$ cat src/rtl/edge_capture_pkg.sv
// Shared types and helpers for the edge event capture block.
package edge_capture_pkg;

  typedef enum logic [1:0] {
    EDGE_OFF  = 2'b00,
    EDGE_RISE = 2'b01,
    EDGE_FALL = 2'b10,
    EDGE_BOTH = 2'b11
  } edge_mode_e;

  localparam int unsigned MODE_W = 2;

  // Width of a channel index; never narrower than one bit.
  function automatic int unsigned chan_id_w(input int unsigned n_ch);
    return (n_ch > 1) ? $clog2(n_ch) : 1;
  endfunction

  // Bit 0 of the mode enables rising edges, bit 1 falling edges.
  function automatic logic edge_enabled(input edge_mode_e m, input logic new_level);
    return new_level ? m[0] : m[1];
  endfunction

endpackage

$ cat src/rtl/edge_chan.sv
// One capture channel: synchroniser, glitch filter and edge-select pulse.
module edge_chan
  import edge_capture_pkg::*;
#(
  parameter int unsigned SYNC_STAGES = 2,
  parameter int unsigned FILTER_W    = 4
) (
  input  logic                clk,
  input  logic                rstn,
  input  logic                level_in,
  input  edge_mode_e          mode,
  input  logic [FILTER_W-1:0] filter_len,
  output logic                pulse
);

  logic [SYNC_STAGES-1:0] sync_q, sync_d;
  logic                   filt_q, filt_d;
  logic [FILTER_W-1:0]    cnt_q, cnt_d;
  logic                   pulse_q, pulse_d;
  logic                   sync_out;
  logic                   accept;

  assign sync_out = sync_q[SYNC_STAGES-1];

  // Accepted level only moves after sync_out differs for filter_len+1 edges;
  // the counter wraps rather than saturating so a shrunk filter_len never accepts early.
  always_comb begin
    sync_d  = {sync_q[SYNC_STAGES-2:0], level_in};
    filt_d  = filt_q;
    cnt_d   = cnt_q;
    accept  = 1'b0;
    if (sync_out == filt_q) begin
      cnt_d = '0;
    end else if (cnt_q != filter_len) begin
      cnt_d = cnt_q + FILTER_W'(1);
    end else begin
      filt_d = sync_out;
      cnt_d  = '0;
      accept = 1'b1;
    end
    pulse_d = accept & edge_enabled(mode, sync_out);
  end

  always_ff @(posedge clk or negedge rstn) begin
    if (!rstn) begin
      sync_q  <= '0;
      filt_q  <= 1'b0;
      cnt_q   <= '0;
      pulse_q <= 1'b0;
    end else begin
      sync_q  <= sync_d;
      filt_q  <= filt_d;
      cnt_q   <= cnt_d;
      pulse_q <= pulse_d;
    end
  end

  assign pulse = pulse_q;

endmodule

$ cat src/rtl/edge_event_capture.sv
// Multi-channel edge capture with sticky pending/overflow flags and a
// lowest-index interrupt identifier.
module edge_event_capture
  import edge_capture_pkg::*;
#(
  parameter int unsigned N_CH        = 8,
  parameter int unsigned SYNC_STAGES = 2,
  parameter int unsigned FILTER_W    = 4
) (
  input  logic                         clk,
  input  logic                         rstn,
  input  logic [N_CH-1:0]              level_in,
  input  logic [MODE_W*N_CH-1:0]       mode,
  input  logic [FILTER_W-1:0]          filter_len,
  input  logic [N_CH-1:0]              ack,
  output logic [N_CH-1:0]              pulse,
  output logic [N_CH-1:0]              pending,
  output logic [N_CH-1:0]              overflow,
  output logic                         irq,
  output logic [chan_id_w(N_CH)-1:0]   irq_id
);

  localparam int unsigned ID_W = chan_id_w(N_CH);

  logic [N_CH-1:0] pending_q, pending_d;
  logic [N_CH-1:0] overflow_q, overflow_d;
  logic [ID_W-1:0] irq_id_c;

  for (genvar i = 0; i < N_CH; i++) begin : g_chan
    edge_chan #(
      .SYNC_STAGES (SYNC_STAGES),
      .FILTER_W    (FILTER_W)
    ) u_chan (
      .clk        (clk),
      .rstn       (rstn),
      .level_in   (level_in[i]),
      .mode       (edge_mode_e'(mode[MODE_W*i +: MODE_W])),
      .filter_len (filter_len),
      .pulse      (pulse[i])
    );
  end

  // A new pulse beats a same-cycle ack for pending; ack always wins for overflow.
  always_comb begin
    pending_d  = (pending_q & ~ack) | pulse;
    overflow_d = (overflow_q | (pulse & pending_q)) & ~ack;
  end

  always_ff @(posedge clk or negedge rstn) begin
    if (!rstn) begin
      pending_q  <= '0;
      overflow_q <= '0;
    end else begin
      pending_q  <= pending_d;
      overflow_q <= overflow_d;
    end
  end

  // Scan downwards so the lowest pending index is the last one written.
  always_comb begin
    irq_id_c = '0;
    for (int i = int'(N_CH) - 1; i >= 0; i--) begin
      if (pending_q[i]) irq_id_c = ID_W'(i);
    end
  end

  assign pending  = pending_q;
  assign overflow = overflow_q;
  assign irq      = |pending_q;
  assign irq_id   = irq_id_c;

endmodule

$ cat config.mk
export PLATFORM = sky130hd
export DESIGN_NAME = edge_event_capture
export DESIGN_NICKNAME = d
export VERILOG_FILES = /design/src/rtl/edge_capture_pkg.sv /design/src/rtl/edge_chan.sv /design/src/rtl/edge_event_capture.sv
export SDC_FILE = /design/constraint.sdc
export NUM_CORES = 1
export LEC_CHECK = 0
export CAP_MARGIN = 15
export CORE_ASPECT_RATIO = 0.75
export CORE_MARGIN = 4
export CORE_UTILIZATION = 56
export CTS_CLUSTER_SIZE = 12
export DETAILED_ROUTE_END_ITERATION = 7
export MAX_ROUTING_LAYER = met4
export PLACE_DENSITY = 0.95
export SYNTH_ARGS = -nofsm -noshare
export SYNTH_HDL_FRONTEND = slang
export SYNTH_HIERARCHICAL = 1
export SYNTH_SLANG_ARGS = --single-unit
$ cat constraint.sdc
create_clock -name clk -period 4.52 [get_ports clk]
set_clock_uncertainty 0.05 [all_clocks]
set_input_delay 0.904 -clock clk [delete_from_list [all_inputs] [get_ports clk]]
set_output_delay 0.904 -clock clk [all_outputs]
set_load 0.1 [all_outputs]
==> impl.org <==
** Route
- Detailed-route DRC error count :: 0
- In this run, the number of DRC markers left after iteration 0 of detailed routing was 64.
- Number of vias in the routed layout :: 2310
- The pre-antenna-repair detailed-routing pass consisted of 4 iterations.
- The final layout contains routed wiring with a total length of 6857 um.
- Average wire per standard cell :: 15.76 um
- Once detail routing completed, the nets flagged for antenna violations numbered 0.
- After detailed routing, the number of vias per cell comes to 5.310.

** Hold path
- Along the worst hold path, the cell count comes to 0.
- Type of the worst min-delay path :: register to register
- Beginning of the worst hold path :: g_chan[6].u_chan/sync_q[0]$_DFF_PN0_
- End point of the most critical hold path :: g_chan[6].u_chan/sync_q[1]$_DFF_PN0_

** Yosys
- Number of distinct standard cells referenced by the synthesized netlist :: 22
- Yosys warning total :: 6
- Summing every instance area after synthesis gives 0.003461 sq mm.
- After synthesis, the share of cell area in mux cells is 3.471%.
- After Yosys synthesis, full adders, half adders and majority gates account for 2.892% of the synthesized area.
- The synthesized design contains 80 register bits.
- The cell count after synthesis came out at 276.
- Average size of a mapped cell :: 12.54 sq um
- By area, the combinational part of the netlist is dominated by XOR/XNOR gates.
- Summing the areas of all compound-gate instances in the mapped netlist gives 7.086% of the synthesized area.
- After Yosys synthesis, XOR and XNOR cells account for 14.17% of the synthesized area.
- Of the total synthesized cell area, the portion taken by AND, OR, NAND and NOR gates is 13.67%.
- After synthesis, flip-flops and latches occupy 57.85% of the total area.
- Synth Net Count :: 322

** Worst setup path
- Launching point of the worst reg2reg path :: g_chan[2].u_chan/cnt_q[1]$_DFF_PN0_
- On the worst path, the slowest cell contributes a delay of 1140 ps.
- The critical path starts at pending[3]$_DFF_PN0_.
- Worst Setup Start Kind :: register
- Biggest fanout along the worst timing path :: 6
- The worst register-to-register path has a setup slack of 2840 ps.
- For the worst setup path, the data arrival time is 2470 ps.
- Reg2reg path depth :: 3
- STA classifies the critical path endpoint as a primary output.
- In this run the critical register-to-register path is captured at g_chan[2].u_chan/filt_q$_DFFE_PN0P_.
- On the critical path, the stage with the largest delay is an instance of clkdlybuf4s50_1.
- Critical path class :: register to primary output
- The critical path goes through nor4_2 -> nor2b_1 -> clkdlybuf4s50_1.
- For the worst setup path, the data required time is 3570 ps.

** Layout
- The area growth from synthesis to layout is 27.73%.
- Most common cell after layout, fill and taps aside :: dfrtp_1
- The layout has 375 filler cells.
- Share of cells above drive strength 1 :: 12.32%
- Antenna cells :: 0
- After the last flow step, the layout net total stands at 398.
- The library cells used most frequently in the layout, excluding fill and tap cells, are 80 x dfrtp_1, 64 x clkdlybuf4s50_1, 48 x xor2_1.

** CTS
- Clock buffer count from CTS :: 9
- The H-tree generated during clock tree synthesis spans 3 levels.
- After clock tree synthesis, the setup repair step added 0 buffers.
- The tree is rooted in a clkbuf_8.
- Clock latency on the worst-skew pair, taken at its later pin, is 350 ps.
- For this design, the sink count on the clock tree is 80.
- CTS clock-pin slew for the worst setup and hold paths :: 80 ps
- The longest clock path from root to sink contains 2 buffers.
- Number of resized instances in the post-cts repair step :: 0
- CTS tree :: done
- After clock tree synthesis, the flow added hold-fix buffers numbering 0.

** Timing
- Final hold analysis gives a worst-case slack of 302.8 ps.
- Final max-slew violation count :: 0
- The clock period could shrink to 3421 ps.
- Dividing the final minimum period by the clock period gives 75.69%.
- Timing would allow up to 292.3 MHz.
- Setup violations remaining at the end of the flow were counted as 0.
- Slew headroom :: 33.46%
- Setup repair after global routing missed its margin :: false
- Number of failing hold endpoints at the final stage :: 0
- Transition at the pin with the smallest max-transition slack :: 995.0 ps
- Setup total negative slack :: 0 ps

** Placement
- Port Buffer Count :: 65
- Half-perimeter wire length after placement :: 4918 um
- Final weighted congestion of routability-driven global placement :: 0.8694

** Die
- Core region area :: 0.005916 sq mm
- Effective utilization at floorplan :: 58.50%
- Vertical die dimension :: 76.08 um
- The floorplan step defined a die boundary enclosing 0.007515 sq mm.
- Die outline width :: 98.78 um
- Total number of placement rows :: 24
- # IOs :: 66

** Status
- Outcome :: finished clean

** Global routing
- In the global route stage, overall resource usage came out at 20.34%.
- Number of global-route vias before repair :: 2532
- Remaining Overflow, GRT :: 0
- The first global-routing pass estimated 11830 um of wire.
- Antenna violations before repair :: 0
- Largest net degree at the start of global routing :: 81

** Flow run
- Number of violations of the max-capacitance limit :: 0

** Pwr
- Total leakage power :: 2.102 nW
- Total power divided by cell area :: 520.2 mW/mm^2
- VDD IR-drop max :: 0.2689 mV
[power breakdown]
group,leakage (nW),switching [mW],total (mW),internal [mW]
registers,1.04,0.154,1.00,0.848
clock network,0.102,0.254,0.526,0.272
logic,0.955,0.447,0.772,0.324
total,2.10,0.856,2.30,1.44
[synth_stat cells]
cell      number  area, sq um
dfrtp_1       80         2002
xor2_1        48        420.4
nor2_1        34        127.6
a21oi_1       17        85.08
nand3b_1      16        120.1
o41ai_1        9        78.83
and3_2         8        60.06
ha_1           8        100.1
inv_1          8        30.03
mux2_4         8        120.1
nand3_1        8        40.04
or4_4          8        90.09
xnor2_1        8        70.07
a21o_1         6        45.04
nor2b_1        2        12.51
o21bai_1       2        15.01
a211oi_1       1        7.510
a21o_2         1        8.760
nand2_1        1        3.750
nor4_1         1        6.260
nor4_2         1        12.51
o21ai_0        1        5.000
[worst max-delay path, delay by kind of cell, from the launching register on]
family | cells | cell delay [ps]
buffers and inverters | 1 | 1140
flip-flops | 1 | 450
AND/OR/NAND/NOR | 2 | 520
[state kept, by name, summed over array words and instances (netlist names)]
name,flops
pending,8
overflow,8
g_chan.u_chan/pulse,8
g_chan.u_chan/sync_q,16
g_chan.u_chan/cnt_q,32
g_chan.u_chan/filt_q,8
[layer usage]
metal  track usage [%]  share of wire (%)  routed length [um]
met1             24.71                 45                3070
met2             31.37                 46                3174
met3             7.685                7.6                 524
met4             6.958                1.3                  87
met5                 -                  0                   0
[layout make-up]
type / count / area [sq um] / area share (%)
clock inverters: 6 / 68.82 / 1.557
flip-flops and latches: 80 / 2002 / 45.29
multi-input cells: 188 / 1436 / 32.49
inverters: 8 / 30.03 / 0.6793
clock buffers: 10 / 137.6 / 3.114
repair buffers: 65 / 648.1 / 14.66
well taps: 78 / 97.59 / 2.208
[cell families after synthesis]
logic type | count (synthesis)
AO/OA/AOI/OAI | 37
buffers and inverters | 8
flip-flops | 80
XOR/XNOR | 56
multiplexers | 8
adder cells (fa/ha/maj) | 8
AND/OR/NAND/NOR | 79
[worst max path at each step]
| stage | end | slack, ps | cells after the start |
|---|---|---|---|
| global placement | irq_id[2] | 1560 | 3 |
| finish | irq_id[2] | 1100 | 3 |
| detailed placement | irq_id[2] | 1460 | 3 |
| floorplan | irq_id[1] | 90 | 2 |
| CTS | irq_id[2] | 1060 | 3 |
| global route | irq_id[2] | 960 | 3 |
[metrics by stage]
stage	instances	cell area [sq um]	total power, mW	setup slack [ps]	util (%)
finish	435	4420	2.299	1099	74.73
floorplan	276	3468	1.563	92.89	-
detailed placement	419	4214	1.786	1462	71.24
CTS	435	4420	2.321	1062	74.73
global route	435	4420	2.435	962.6	74.73
global placement	419	4214	1.738	1560	71.24
No activity file was read; power rests on OpenSTA's default activity.
